File: src/rtl/hamming_decoder_pkg.sv
// Shared definitions for the (16,11) SECDED byte-stream decoder.
// FSM states, status codes, codeword layout constants.
package hamming_decoder_pkg;

  typedef enum logic [2:0] {
    IN0,
    IN1,
    DEC,
    OUT0,
    OUT1
  } dec_state_t;

  typedef enum logic [1:0] {
    ST_OK   = 2'b00,
    ST_CORR = 2'b01,
    ST_DBL  = 2'b10
  } dec_status_t;

  localparam int unsigned POS_P0 = 0;
  localparam int unsigned POS_H1 = 1;
  localparam int unsigned POS_H2 = 2;
  localparam int unsigned POS_H4 = 4;
  localparam int unsigned POS_H8 = 8;

  function automatic logic [10:0] extract_data(input logic [15:0] w);
    return {w[15:9], w[7:5], w[3]};
  endfunction

endpackage

File: src/rtl/hamming_syndrome.sv
// Combinational SECDED check of one 16-bit codeword.
// Produces syndrome, overall parity, corrected data and status.
module hamming_syndrome
  import hamming_decoder_pkg::*;
(
  input  logic [15:0] w,
  output logic [3:0]  s,
  output logic        p,
  output logic [10:0] d,
  output logic [1:0]  status
);

  logic [15:0] wc;
  dec_status_t st;

  always_comb begin
    s = '0;
    for (int i = 1; i < 16; i++) begin
      for (int k = 0; k < 4; k++) begin
        if (i[k]) s[k] = s[k] ^ w[i];
      end
    end
    p  = ^w;
    wc = w;
    st = ST_OK;
    if (s == 4'd0) begin
      if (p) st = ST_CORR;
    end else if (p) begin
      // w0 is never addressed here: s==0 means the error sits in w0
      wc[s] = ~wc[s];
      st    = ST_CORR;
    end else begin
      st = ST_DBL;
    end
    d      = extract_data(wc);
    status = st;
  end

endmodule

File: src/rtl/hamming_decoder.sv
// Byte-stream SECDED decoder with valid/ready on both sides.
// Optional saturating stats counters: define HAMMING_DEC_STATS_EN.
module hamming_decoder
  import hamming_decoder_pkg::*;
#(
  parameter bit MSB_FIRST = 1'b0,
  parameter int CNT_W     = 16
) (
  input  logic             CLK,
  input  logic             RESET,
  input  logic             IN_VALID,
  output logic             IN_READY,
  input  logic [7:0]       IN_DATA,
  output logic             OUT_VALID,
  input  logic             OUT_READY,
  output logic [7:0]       OUT_DATA,
  output logic [1:0]       STATUS
`ifdef HAMMING_DEC_STATS_EN
  ,
  output logic [CNT_W-1:0] CORR_CNT,
  output logic [CNT_W-1:0] DBL_CNT
`endif
);

  dec_state_t  state_q, state_d;
  logic [15:0] w_q, w_d;
  logic [10:0] d_q, d_d;
  logic [1:0]  status_q, status_d;

  logic [10:0] syn_d;
  logic [1:0]  syn_status;
  logic        in_fire;
  logic        out_fire;

  hamming_syndrome u_syn (
    .w      (w_q),
    .s      (),
    .p      (),
    .d      (syn_d),
    .status (syn_status)
  );

  assign IN_READY  = (state_q == IN0) || (state_q == IN1);
  assign OUT_VALID = (state_q == OUT0) || (state_q == OUT1);
  assign in_fire   = IN_VALID && IN_READY;
  assign out_fire  = OUT_VALID && OUT_READY;
  assign STATUS    = status_q;

  always_comb begin
    unique case (state_q)
      OUT0:    OUT_DATA = d_q[7:0];
      OUT1:    OUT_DATA = {status_q, 3'b000, d_q[10:8]};
      default: OUT_DATA = 8'h00;
    endcase
  end

  always_comb begin
    state_d  = state_q;
    w_d      = w_q;
    d_d      = d_q;
    status_d = status_q;
    unique case (state_q)
      IN0: if (in_fire) begin
        if (MSB_FIRST) w_d[15:8] = IN_DATA;
        else           w_d[7:0]  = IN_DATA;
        state_d = IN1;
      end
      IN1: if (in_fire) begin
        if (MSB_FIRST) w_d[7:0]  = IN_DATA;
        else           w_d[15:8] = IN_DATA;
        state_d = DEC;
      end
      DEC: begin
        d_d      = syn_d;
        status_d = syn_status;
        state_d  = OUT0;
      end
      OUT0:    if (out_fire) state_d = OUT1;
      OUT1:    if (out_fire) state_d = IN0;
      default: state_d = IN0;
    endcase
  end

  always_ff @(posedge CLK) begin
    if (RESET) begin
      state_q  <= IN0;
      w_q      <= '0;
      d_q      <= '0;
      status_q <= '0;
    end else begin
      state_q  <= state_d;
      w_q      <= w_d;
      d_q      <= d_d;
      status_q <= status_d;
    end
  end

`ifdef HAMMING_DEC_STATS_EN
  logic [CNT_W-1:0] corr_q, corr_d;
  logic [CNT_W-1:0] dbl_q, dbl_d;

  always_comb begin
    corr_d = corr_q;
    dbl_d  = dbl_q;
    if (state_q == DEC) begin
      if (syn_status == ST_CORR && !(&corr_q)) corr_d = corr_q + 1'b1;
      if (syn_status == ST_DBL && !(&dbl_q))   dbl_d  = dbl_q + 1'b1;
    end
  end

  always_ff @(posedge CLK) begin
    if (RESET) begin
      corr_q <= '0;
      dbl_q  <= '0;
    end else begin
      corr_q <= corr_d;
      dbl_q  <= dbl_d;
    end
  end

  assign CORR_CNT = corr_q;
  assign DBL_CNT  = dbl_q;
`endif

endmodule

File: config.mk
export PLATFORM = sky130hd
export DESIGN_NAME = hamming_decoder
export DESIGN_NICKNAME = d
export VERILOG_FILES = /design/src/rtl/hamming_decoder_pkg.sv /design/src/rtl/hamming_syndrome.sv /design/src/rtl/hamming_decoder.sv
export SDC_FILE = /design/constraint.sdc
export NUM_CORES = 1
export LEC_CHECK = 0
export BUFFER_PORTS_ARGS = -buffer_cell sky130_fd_sc_hd__buf_4
export CORE_ASPECT_RATIO = 1.25
export CORE_MARGIN = 5
export CORE_UTILIZATION = 42
export CTS_CLUSTER_DIAMETER = 60
export CTS_CLUSTER_SIZE = 28
export DETAILED_ROUTE_END_ITERATION = 12
export PLACE_DENSITY = 0.65
export SLEW_MARGIN = 20
export SYNTH_ARGS = -nofsm -noshare
export SYNTH_HDL_FRONTEND = slang
export SYNTH_SLANG_ARGS = --single-unit
export TNS_END_PERCENT = 5
File: constraint.sdc
create_clock -name CLK -period 2.5 [get_ports CLK]
set_input_delay 0.5 -clock CLK [delete_from_list [all_inputs] [get_ports CLK]]
set_output_delay 0.5 -clock CLK [all_outputs]
set_load 0.02 [all_outputs]
### Word-level counts from Yosys, hierarchy flattened

Index checks and enable logic that the tools add are counted.

| operators by class | value |
|---|---|
| $lt $le $gt $ge | 2 |
| muxes and demuxes | 16 |
| reductions and logical operators | 11 |
| equality and inequality tests | 8 |
| bitwise gates (word level) | 29 |

Operator list:

| kind | count |
|---|---|
| $mux 16 | 2 |
| $xor 1x1->1 | 28 |
| $bwmux 16 | 1 |
| $pmux 8 s2 | 1 |
| $reduce_xor 16->1 | 1 |
| $pmux 3 s5 | 1 |
| $mux 3 | 4 |
| $ne 2x2->1 const B | 4 |
| $eq 3x2->1 const B | 2 |
| $lt 4x5->1 const B | 1 |
| $bmux 1 s4 | 1 |
| $demux 1 s4 | 1 |
| $ge 4x1->1 const B | 1 |
| $logic_not 4->1 | 1 |
| $mux 2 | 2 |
| $reduce_and 2->1 | 2 |
| $reduce_and 4->1 | 1 |
| $eq 3x1->1 const B | 1 |
| $eq 3x3->1 const B | 1 |
| $logic_and 1x1->1 | 3 |
| $logic_not 3->1 | 1 |
| $mux 1 | 3 |
| $logic_or 1x1->1 | 2 |
| $not 1->1 | 1 |

| word-level totals | value |
|---|---|
| bits in registers | 32 |
| output and inout port bits | 12 |
| word-level logic and storage cells | 71 |
| input port bits | 12 |

### Depth between registers and ports, before layout

Gate-level depths: netlist of run 1.

| depth | value |
|---|---|
| depth in word-level cells | 14 |
| gate-level depth with buffers | 8 |
| mapped depth without buffers | 6 |

### Cells and area by module

A second synthesis of run 1 with hierarchy kept.

| second synthesis, totals | value |
|---|---|
| cell total of the unflattened synthesis | 229 |
| area, all modules | 2199.6 sq um |

Modules (own cells, without submodules):

| module | area an instance (sq um) | seq. area each (sq um) | cells an instance | instances |
|---|---|---|---|---|
| hamming_decoder | 1540.2 | 640.6 | 148 | 1 |
| hamming_syndrome | 659.4 | 0.0 | 81 | 1 |

### Least setup slack after synthesis of run 1

No wires, ideal clock.

| path | value |
|---|---|
| kind | register -> register |
| start point | register w_q[3] |
| end point | register d_q[4] |
| buffers on the path | 0 |
| stages on the path, launching flop included | 7 |
| data arrival time | 2.125 ns |
| library setup time | 0.096 ns |
| period minus slack after synthesis | 2.221 ns |
| data required time | 2.404 ns |
| slack | 0.279 ns |
| cell sequence | dfxtp_1 xnor3_1 nor4_1 or4_4 a2111oi_4 a32oi_1 o41ai_2 |

| on the way | value |
|---|---|
| longest elaborated chain between the ends | 14 |
| elaborated cells on any way between the ends | 27 |
| those cells by class | order compare (2); mux (7); bitwise (15); reduce/logical (3) |

RTL lines:

| element | line | source |
|---|---|---|
| start: declaration | hamming_decoder.sv:26 | `logic [15:0] w_q, w_d;` |
| start signal: assignment | hamming_decoder.sv:92 | `w_q <= w_d;` |
| $xor 1x1->1 (7 in series) | hamming_syndrome.sv:20 | `if (i[k]) s[k] = s[k] ^ w[i];` |
| $lt 4x5->1 (implied by the code) or $ge 4x1->1 (tied branches) | hamming_syndrome.sv:30 | `wc[s] = ~wc[s];` |
| $logic_and 1x1->1 (implied by the code) | hamming_syndrome.sv:30 |  |
| $mux 1 (implied by the code) | hamming_syndrome.sv:30 |  |
| $demux 1 s4 | -- |  |
| $bwmux 16 | hamming_syndrome.sv:30 |  |
| $mux 16 | hamming_syndrome.sv:28 | `end else if (p) begin` |
| $mux 16 (*) | hamming_syndrome.sv:26 | `if (s == 4'd0) begin` |
| end signal: assignment | hamming_decoder.sv:88 | `d_q <= '0;` |
| end signal: assignment | hamming_decoder.sv:93 | `d_q <= d_d;` |
| end: declaration | hamming_decoder.sv:27 | `logic [10:0] d_q, d_d;` |

Mark *: on every way between the ends. The rest lies on a longest branch, timed or not. The select of a mux whose other input is x is not followed.
A chain may end at the register's enable or synchronous reset.

### Final worst setup path of run 1

| path | value |
|---|---|
| start point | register w_q[5] |
| end point | register d_q[4] |

Same word-level chain as after synthesis.

==> summary.md, run 1 <==
| Metric | Value |
|---|---|
| First-pass GRT wire length | 10070 µm |
| Core outline area | 5518 µm² |
| Initial antenna violation count | 0 |
| Gr usage total | 17.05% |
| Root Driver | clkbuf_8 |
| Clock share of power | 28.4% |
| Most frequent cells in the layout | buf_4, dfxtp_1, nand2_1 |
| ANT nets after route | 0 |
| Fin. max-slew vios | 0 |
| # fillers | 528 |
| WL/cell | 15.68 µm |
| Finish-stage setup viols | 0 |
| Register area share after synthesis | 26.60% |
| Relative slew slack | 60.63% |
| Power density over the cells | 618.8 nW/µm² |
| DP HPWL | 4726 µm |
| # DRC | 0 |
| Leak | 1.082 nW |
| Peak VDD IR | 0.3549 mV |
| Ys flop type | dfxtp_1 |
| Die area | 7358 µm² |
| Max cap viols | 0 |
| Mapped Nets | 301 |
| Yosys cell types | 50 |
| Max clock buf depth | 2 |
| Mapped Avg Cell Area | 8.334 µm² |
| Initial Util | 43.65% |
| Critical path class | reg2reg |
| Synth area leaders | dfxtp_1, xnor2_1, nand2_1 |
| CP Capture Type | flop |
| Die Ht | 94.67 µm |
| Largest net degree at the start of global routing | 31 |
| Commonest non-fill, non-tap cell in the layout | buf_4 |
| Fin util | 52.86% |
| Crit path DAT | 2.57 ns |
| YS warnings | 0 |
| Htree depth | 2 |
| Mapped Area | 2409 µm² |
| Drt total wl | 6163 µm |
| Fraction of layout cells with a size suffix above 1 | 24.01% |
| Global route total overflow | 0 |
| Multi-input gate area | 1675 µm² |
| Startpoint Class | flop |
| Skew-Pair Late Insertion Delay | 0.30 ns |
| Post-synth top area share | 26.60% |
| Reg clk slew, reported paths | 0.09 ns |
| Vias per cell | 5.672 |
| CP required | 2.71 ns |
| Critical path's slowest cell | or4_4 |
| Final Hold Viols | 0 |
| Post-synth EDFFs | 0 |
| Setup TNS | 0 ns |
| DP Cell Count | 385 |
| Min Tclk post-route | 2.360 ns |
| RSZ-0062 raised after global routing | false |
| Via Count | 2229 |
| FF+latch count, synth | 32 |
| Logic gate share of total power | 39.8% |
| Register area | 640.6 µm² |
| RD Place Congestion | 0.9497 |
| Top delay family on crit path | compound AO/OA/AOI/OAI gates |
| CP cell instances | xor3_2, nor4_1, or4_4, a2111oi_4, a32oi_1, o41ai_2 |
| Final net count | 340 |
| CTS tree | done |
| DRT iter0 DRCs | 138 |
| Cells after Synth | 289 |
| FP Rows | 30 |
| # clock sinks | 32 |
| Flop pwr share | 31.8% |
| Setup Buffers After CTS | 0 |
| Ports | 24 |
| Worst Skew | 0.01692 ns |
| Area leader, netlist | dfxtp_1 |
| Ant diodes | 0 |
| IO Port Bufs | 23 |
| Worst-path fanout max | 6 |
| Final worst-path cycle share | 94.40% |
| Outcome | finished clean |
| Non-Filler Instances | 393 |
| Crit path buf inv count | 0 |
| Tightest Pin Transition | 0.5884 ns |
| Fmax | 423.7 MHz |
| Area Growth Syn to Fin | 21.09% |
| Num CTS Buffers | 5 |
| Die X | 77.73 µm |
| Hold Path Class | in2reg |
| Vias in the first global route | 2073 |
| Async set or reset register ratio after synthesis | 0% |
| TritonRoute pass-1 iters | 4 |
| Internal power | 1.157 mW |
| Crit-path max cell delay | 0.56 ns |
| Net Sw Frac | 35.87% |
| Net switching power | 0.6473 mW |
[kinds of logic (layout without fill, tap and decap cells)]
kind of cell / Yosys count / count (layout) / share of synthesized area [%]
and+or+nand+nor: 105 / 105 / 21.35
AOI/OAI and AO/OA: 72 / 72 / 22.18
xor gates and xnor gates: 45 / 45 / 20.88
DFF: 32 / 32 / 26.60
buffers and inverters: 24 / 64 / 4.364
muxes: 11 / 11 / 4.624
[state kept, by name, indices dropped and copies added, names as in the netlist]
signal and count:
STATUS 2, d_q 11, state_q 3, w_q 16
[power by group through the flow]
stage | registers, mW | clock network (mW) | logic [mW]
global placement | 0.585 | 0 | 0.700
floorplan | 0.569 | 0 | 0.499
CTS | 0.573 | 0.524 | 0.712
global route | 0.578 | 0.547 | 0.781
detailed placement | 0.585 | 0 | 0.707
finish | 0.574 | 0.513 | 0.718
[metal layers]
metal / GRT usage (%) / vias up / wire (µm)
met2: 29.25 / 54 / 3076
met3: 3.149 / 14 / 302
met4: 7.163 / 0 / 167
met5: 0 / - / 0
li1: - / 1131 / -
met1: 20.76 / 1030 / 2617
[stage by stage]
| stage | total power, mW | hold slack, ns | setup WS [ns] | instance area (µm²) |
|---|---|---|---|---|
| 2_1_floorplan | 1.067 | 0.4488 | 0.2793 | 2409 |
| 6_report | 1.805 | 0.4479 | 0.1400 | 2917 |
| 4_1_cts | 1.810 | 0.4478 | 0.1297 | 2904 |
| 3_3_place_gp | 1.284 | 0.4606 | 0.2072 | 2793 |
| 3_5_place_dp | 1.293 | 0.4638 | 0.1247 | 2793 |
| 5_1_grt | 1.906 | 0.4598 | 0.01524 | 2917 |
[what timing repair did]
action                                 in CTS  in global routing
hold buffers                                0                  0
endpoints found under the hold margin       0                  0
resized for setup                           0                  3
setup endpoints to repair                   0                  4
[synth_stat cells, types with 2 or more instances]
library cell and number:
xnor2_1 30, a32oi_1 3, a2111oi_2 2, dfxtp_1 32, a311oi_1 2, o211ai_1 3
a22o_1 5, a211oi_1 10, inv_1 3, and2_1 8, buf_4 2, nor2_1 21
mux2i_1 10, nand3_1 16, nor4_1 6, a21oi_1 21, nand4_1 7, o21ai_0 8
clkbuf_1 13, xor2_1 5, a211o_1 2, nand2_1 31, and3_1 2, nor3_1 4
o2111ai_1 3, xnor2_2 2, nor2b_1 3, buf_2 6, xnor3_1 4, xor2_2 3
or2_2 3
[layout make-up]
class                           instances  share of cell area [%]
Clock inverter                          3                   1.459
Multi-Input combinational cell        233                   57.44
Tap cell                               64                   2.746
Inverter                                3                  0.3861
Sequential cell                        32                   21.96
Clock buffer                            5                   2.360
Timing Repair Buffer                   53                   13.64
[worst min-delay path, cell delays in order]
cell and delay, ns:
buf_4 0.09, mux2i_1 0.06, nor2_1 0.07
[worst paths after layout]
| path | cells after the start | from | slack [ns] | end |
|---|---|---|---|---|
| max | 6 | w_q[5]$_SDFFE_PP0P_ | 0.14 | d_q[4]$_SDFFE_PP0P_ |
| min | 3 | IN_DATA[4] | 0.45 | w_q[12]$_SDFFE_PP0P_ |
| max reg2reg | 6 | w_q[5]$_SDFFE_PP0P_ | 0.14 | d_q[4]$_SDFFE_PP0P_ |
| min reg2reg | 2 | STATUS[1]$_SDFFE_PP0P_ | 0.47 | STATUS[1]$_SDFFE_PP0P_ |
(Power assumes the default switching activity.)
==> run 2, diff against run 1 <==
PLACE_DENSITY = 0.67   (was 0.65)
clock period = 2 ns   (was 2.5 ns; I/O delays follow)
==> run 2 against run 1 <==
  * The flow now finishes with violations (negative setup slack)
  * Highest routed layer unchanged
  * Critical path depth is 1 higher
  * Utilization rose by 8.7 points
  * Hold slack worse by 0.081 ns
  * Sequential share of layout area shrank 2.7 points
  * Global-route usage increased by 2.5 points
  * Critical path type unchanged
  * Clock skew shrank 0.012 ns
  * Setup slack lost 0.30 ns
  * Register-to-register slack lost 0.30 ns
  * Count of clock-buffer cells in the layout grew 1
  * Sequential power is 24% higher
==> summary.md, run 2 (synthesis results as in run 1) <==
| Metric | Value |
|---|---|
| Outcome | complete, but fails checks (was finished clean) |
| Failing checks | negative setup slack |
| Max reg flops | 16 (unchanged) |
| Num CTS Buffers | 5 (unchanged) |
| Biggest register | w_q (unchanged) |
| Peak VDD IR | 0.5117 mV (was 0.3549 mV) |
| Gr usage total | 19.58% (was 17.05%) |
| CTS tree | done (unchanged) |
| RD Place Congestion | 0.8884 (was 0.9497) |
| Min Tclk post-route | 2.155 ns (was 2.360 ns) |
| FP Rows | 30 (unchanged) |
| CP Capture Type | flop (unchanged) |
| Final Hold Viols | 0 (unchanged) |
| Most frequent cells in the layout | buf_4, nand2_1, dfxtp_1 (was buf_4, dfxtp_1, nand2_1) |
| Htree depth | 2 (unchanged) |
| Tightest Pin Transition | 0.4659 ns (was 0.5884 ns) |
| Core outline area | 5518 µm² (unchanged) |
| RSZ-0062 raised after global routing | true (was false) |
| Area Growth Syn to Fin | 40.99% (was 21.09%) |
| Global route total overflow | 0 (unchanged) |
| CP required | 2.16 ns (was 2.71 ns) |
| Final net count | 376 (was 340) |
| Initial Util | 43.65% (unchanged) |
| Die X | 77.73 µm (unchanged) |
| WL/cell | 16.96 µm (was 15.68 µm) |
| Die area | 7358 µm² (unchanged) |
| Post-route cell area | 3396 µm² (was 2917 µm²) |
| Setup TNS | -0.9682 ns (was 0 ns) |
| Worst-path fanout max | 4 (was 6) |
| Fmax | 464.0 MHz (was 423.7 MHz) |
| # clock sinks | 32 (unchanged) |
| Crit path DAT | 2.32 ns (was 2.57 ns) |
| Relative slew slack | 68.86% (was 60.63%) |
| Initial antenna violation count | 0 (unchanged) |
| Largest registers | w_q: 16 flops, d_q: 11 flops, state_q: 3 flops (unchanged) |
| Hold buffer count at CTS | 0 (unchanged) |
| Vias in the first global route | 2410 (was 2073) |
| Die Ht | 94.67 µm (unchanged) |
| Reg clk slew, reported paths | 0.07 ns (was 0.09 ns) |
| TritonRoute pass-1 iters | 4 (unchanged) |
| Hold Path Class | in2reg (unchanged) |
| Ports | 24 (unchanged) |
| # DRC | 0 (unchanged) |
| Fin util | 61.54% (was 52.86%) |
| Leak | 1.316 nW (was 1.082 nW) |
| Setup ws final | -0.1550 ns (was 0.1400 ns) |
| Ant diodes | 0 (unchanged) |
| Root Driver | clkbuf_8 (unchanged) |
| Fraction of layout cells with a size suffix above 1 | 38.08% (was 24.01%) |
| Worst Skew | 0.004630 ns (was 0.01692 ns) |
| Critical path class | reg2reg (unchanged) |
| First-pass GRT wire length | 11610 µm (was 10070 µm) |
| Skew-Pair Late Insertion Delay | 0.28 ns (was 0.30 ns) |
| Via Count | 2470 (was 2229) |
| IO Port Bufs | 23 (unchanged) |
| Final worst-path cycle share | 107.8% (was 94.40%) |
| Largest net degree at the start of global routing | 31 (unchanged) |
| Startpoint Class | flop (unchanged) |
| Power density over the cells | 753.4 nW/µm² (was 618.8 nW/µm²) |
| Dpl ws | -0.2264 ns (was 0.1247 ns) |
| Max cap viols | 0 (unchanged) |
| Vias per cell | 5.758 (was 5.672) |
| Max clock buf depth | 2 (unchanged) |
| DRT iter0 DRCs | 173 (was 138) |
| Commonest non-fill, non-tap cell in the layout | buf_4 (unchanged) |
| Fin. max-slew vios | 0 (unchanged) |
| DP HPWL | 5399 µm (was 4726 µm) |
| Finish-stage setup viols | 12 (was 0) |
| Drt total wl | 7275 µm (was 6163 µm) |
| ANT nets after route | 0 (unchanged) |
| Hold Slack | 0.3665 ns (was 0.4479 ns) |
| Placed Area | 3080 µm² (was 2793 µm²) |
run 2: cell types whose count changed in the layout (fill, tap and decap cells not counted), moves of 3 or more:
cell	change
a211oi_2	+4
buf_4	+33
xor2_1	-3
xnor2_2	+5
a211oi_1	-4
dfxtp_2	+4
o21ai_1	+3
dfxtp_1	-6
xnor2_1	-7
run 2: layer usage:
| metal | GRT usage (%) | vias to the layer above | share of wire [%] |
|---|---|---|---|
| met3 | 4.198 | 20 | 5.5 |
| met4 | 7.020 | 0 | 2.8 |
| met5 | 0 | - | 0 |
| met2 | 34.75 | 80 | 53 |
| met1 | 23.01 | 1175 | 39 |
| li1 | - | 1195 | - |
run 2: where the power goes:
part | switching [mW] | internal [mW]
Combinational | 0.631 | 0.599
Clock | 0.246 | 0.370
Sequential | 0.0403 | 0.673
Total | 0.917 | 1.64
run 2: critical path, stage by stage (launching register included):
cell	delay, ns
dfxtp_2	0.40
buf_6	0.16
xnor2_4	0.13
xnor2_2	0.15
xnor3_2	0.53
a211o_1	0.31
a32oi_1	0.23
o41ai_2	0.11
run 2: area by class of cell:
class	count	area (µm²)
flip-flops and latches	32	653.1
well taps	64	80.08
fillers	471	2122
clock buffers	6	72.57
multi-input cells	233	1856
repair buffers	89	688.2
clock inverters	2	35.03
inverters	3	11.26
run 2: path summary, 6_finish.rpt:
path | slack, ns | depth (start not counted) | start | end
setup / recovery | -0.16 | 7 | w_q[7]$_SDFFE_PP0P_ | d_q[4]$_SDFFE_PP0P_
hold / removal | 0.37 | 3 | IN_DATA[1] | w_q[9]$_SDFFE_PP0P_
setup reg to reg | -0.16 | 7 | w_q[7]$_SDFFE_PP0P_ | d_q[4]$_SDFFE_PP0P_
hold reg to reg | 0.48 | 2 | STATUS[1]$_SDFFE_PP0P_ | STATUS[1]$_SDFFE_PP0P_
run 2: stage by stage:
stage / total power [mW] / cells
after global placement: 1.801 / 418
after detailed placement: 1.808 / 418
after CTS: 2.517 / 429
after global routing: 2.696 / 429
final: 2.558 / 429
after floorplan: 1.346 / 289
run 2: what timing repair did:
action,4_1_cts,5_1_grt
endpoints found under the setup margin,13,13
resized for setup,25,10
setup buffers,3,0
pin swaps,14,5
==> run 3, diff against run 2 <==
PLACE_DENSITY = 0.65   (was 0.67)
clock period = 2.65 ns   (was 2 ns; I/O delays follow)
==> run 3 against run 2 <==
  * The flow now finishes without violations
  * Global-route usage fell by 3.1 points
  * Largest power group unchanged
  * Non-clock buffer count decreased by 51
  * Total power down 39%
  * Register-to-register slack improved by 0.43 ns
  * Clock skew grew 0.0058 ns
  * Die area stayed put
  * Fmax is 9.2% lower
  * Hold slack better by 0.11 ns
  * Final cell count is 12% lower
  * Via count decreased by 13%
  * Sequential power fell by 24%
==> summary.md, run 3 (synthesis results as in run 1) <==
| Metric | Value |
|---|---|
| Outcome | finished clean (was complete, but fails checks) |
| Tightest Pin Transition | 0.5990 ns (was 0.4659 ns) |
| M3 GR Usage | 2.863% (was 4.198%) |
| Min-delay src | IN_DATA[4] (was IN_DATA[1]) |
| Max clock buf depth | 2 (unchanged) |
| Most common cell on crit path | a211oi_1 |
| Vias in the first global route | 2054 (was 2410) |
| Area Growth Syn to Fin | 15.12% (was 40.99%) |
| Fmax | 421.6 MHz (was 464.0 MHz) |
| Max cap viols | 0 (unchanged) |
| WL/cell | 15.93 µm (was 16.96 µm) |
| Vias per cell | 5.714 (was 5.758) |
| Hold endpoint | w_q[12]$_SDFFE_PP0P_ (was w_q[9]$_SDFFE_PP0P_) |
| CTS tree | done (unchanged) |
| Largest registers | w_q: 16 flops, d_q: 11 flops, state_q: 3 flops (unchanged) |
| Non-Filler Instances | 378 (was 429) |
| DP HPWL | 4500 µm (was 5399 µm) |
| Initial Util | 43.65% (unchanged) |
| ANT nets after route | 0 (unchanged) |
| Drt total wl | 6020 µm (was 7275 µm) |
| Global route total overflow | 0 (unchanged) |
| IO Port Bufs | 23 (unchanged) |
| Most frequent cells in the layout | buf_4, dfxtp_1, nand2_1 (was buf_4, nand2_1, dfxtp_1) |
| DP Cell Count | 370 (was 418) |
| Peak VDD IR | 0.2838 mV (was 0.5117 mV) |
| Biggest register | w_q (unchanged) |
| Power, Total | 1.559 mW (was 2.558 mW) |
| Root Driver | clkbuf_8 (unchanged) |
| Die Ht | 94.67 µm (unchanged) |
| Ant diodes | 0 (unchanged) |
| Crit-path max cell delay | 0.55 ns (was 0.53 ns) |
| Crit path DAT | 2.58 ns (was 2.32 ns) |
| Setup Buffers After CTS | 0 (was 3) |
| Placed Area | 2680 µm² (was 3080 µm²) |
| Post-CTS Resized | 0 (was 25) |
| Busiest grt layer | met2 (unchanged) |
| Gr usage total | 16.51% (was 19.58%) |
| Htree depth | 2 (unchanged) |
| DRT iter0 DRCs | 110 (was 173) |
| Finish-stage setup viols | 0 (was 12) |
| Via Count | 2160 (was 2470) |
| M1 GR Usage | 20.69% (was 23.01%) |
| Final net count | 325 (was 376) |
| Core outline area | 5518 µm² (unchanged) |
| Reg2Reg Launch Point | w_q[3]$_SDFFE_PP0P_ (was w_q[7]$_SDFFE_PP0P_) |
| Cell depth of the worst min-delay path | 3 (unchanged) |
| Largest net degree at the start of global routing | 31 (unchanged) |
| Max reg flops | 16 (unchanged) |
| CP required | 2.86 ns (was 2.16 ns) |
| Min Tclk post-route | 2.372 ns (was 2.155 ns) |
| Final Hold Viols | 0 (unchanged) |
| Ports | 24 (unchanged) |
| Skew-Pair Late Insertion Delay | 0.29 ns (was 0.28 ns) |
| FP Rows | 30 (unchanged) |
| # DRC | 0 (unchanged) |
| Fin. max-slew vios | 0 (unchanged) |
| Fraction of layout cells with a size suffix above 1 | 19.43% (was 38.08%) |
| RD Place Congestion | 1.002 (was 0.8884) |
| R2R setup slack | 0.28 ns (was -0.16 ns) |
| Die area | 7358 µm² (unchanged) |
| Leak | 0.9866 nW (was 1.316 nW) |
| Initial antenna violation count | 0 (unchanged) |
| Reg clk slew, reported paths | 0.08 ns (was 0.07 ns) |
| CP cell instances | xor3_2, xnor3_1, a2111oi_2, a211oi_1, a211oi_1 (was buf_6, xnor2_4, xnor2_2, xnor3_2, a211o_1, a32oi_1, o41ai_2) |
| CP Capture Type | flop (unchanged) |
| RSZ-0062 raised after global routing | false (was true) |
| Hold Path Class | in2reg (unchanged) |
| Critical path's slowest cell | xor3_2 (was xnor3_2) |
| Final worst-path cycle share | 89.51% (was 107.8%) |
| Grt met2 use | 28.41% (was 34.75%) |
| Cell count of the worst reg-to-reg path | 5 (was 7) |
| Hold buffer count at CTS | 0 (unchanged) |
| Setup ws final | 0.2779 ns (was -0.1550 ns) |
| Worst Skew | 0.01042 ns (was 0.004630 ns) |
| Commonest non-fill, non-tap cell in the layout | buf_4 (unchanged) |
| Startpoint Class | flop (unchanged) |
| Worst-path fanout max | 8 (was 4) |
| Power density over the cells | 562.3 nW/µm² (was 753.4 nW/µm²) |
| Post-route cell area | 2773 µm² (was 3396 µm²) |
| Top delay family on crit path | XOR/XNOR gates (unchanged) |
| Num CTS Buffers | 5 (unchanged) |
| Die X | 77.73 µm (unchanged) |
| Critical path class | reg2reg (unchanged) |
| TritonRoute pass-1 iters | 4 (unchanged) |
| Setup TNS | 0 ns (was -0.9682 ns) |
| # clock sinks | 32 (unchanged) |
| First-pass GRT wire length | 9880 µm (was 11610 µm) |
| Crit path buf inv count | 0 (was 1) |
| Dpl ws | 0.2880 ns (was -0.2264 ns) |
| Relative slew slack | 59.70% (was 68.86%) |
| R2r endpoint | d_q[6]$_SDFFE_PP0P_ (was d_q[4]$_SDFFE_PP0P_) |
run 3: metrics by stage:
step | utilization, % | hold WS (ns)
2_1_floorplan | - | 0.4488
3_3_place_gp | 48.57 | 0.4579
3_5_place_dp | 48.57 | 0.4711
4_1_cts | 50.25 | 0.4810
5_1_grt | 50.25 | 0.4988
6_report | 50.25 | 0.4798
run 3: per-layer routing:
metal  part of all wire, %  vias to the layer above
li1                      -                     1103
met1                    45                     1012
met5                     0                        -
met4                   1.6                        0
met2                    50                       35
met3                   3.3                       10
run 3: power by group:
group / switching, mW / internal (mW)
registers: 0.0313 / 0.508
clock network: 0.210 / 0.186
logic: 0.367 / 0.257
run 3: worst reg2reg max path, delay by kind of cell (launching register included):
family,cells,cell delay (ns)
AOI/OAI and AO/OA,3,0.77
xor gates and xnor gates,2,1.08
DFF,1,0.44
run 3: worst max path at each step:
stage	start	endpoint	slack (ns)	cells after the start
6_report	w_q[3]$_SDFFE_PP0P_	d_q[6]$_SDFFE_PP0P_	0.28	5
2_1_floorplan	w_q[3]$_SDFFE_PP0P_	d_q[4]$_SDFFE_PP0P_	0.43	6
5_1_grt	w_q[13]$_SDFFE_PP0P_	d_q[4]$_SDFFE_PP0P_	0.05	6
3_5_place_dp	w_q[1]$_SDFFE_PP0P_	d_q[4]$_SDFFE_PP0P_	0.29	6
4_1_cts	w_q[3]$_SDFFE_PP0P_	d_q[6]$_SDFFE_PP0P_	0.26	5
3_3_place_gp	w_q[3]$_SDFFE_PP0P_	d_q[6]$_SDFFE_PP0P_	0.22	5
run 3: area by class of cell:
class	instances	area, µm²
clock buffer	5	68.82
tap	64	80.08
timing repair buffer	38	285.3
clock inverter	3	23.77
multi-input combinational	233	1663
inverter	3	11.26
sequential	32	640.6
fill	538	2745
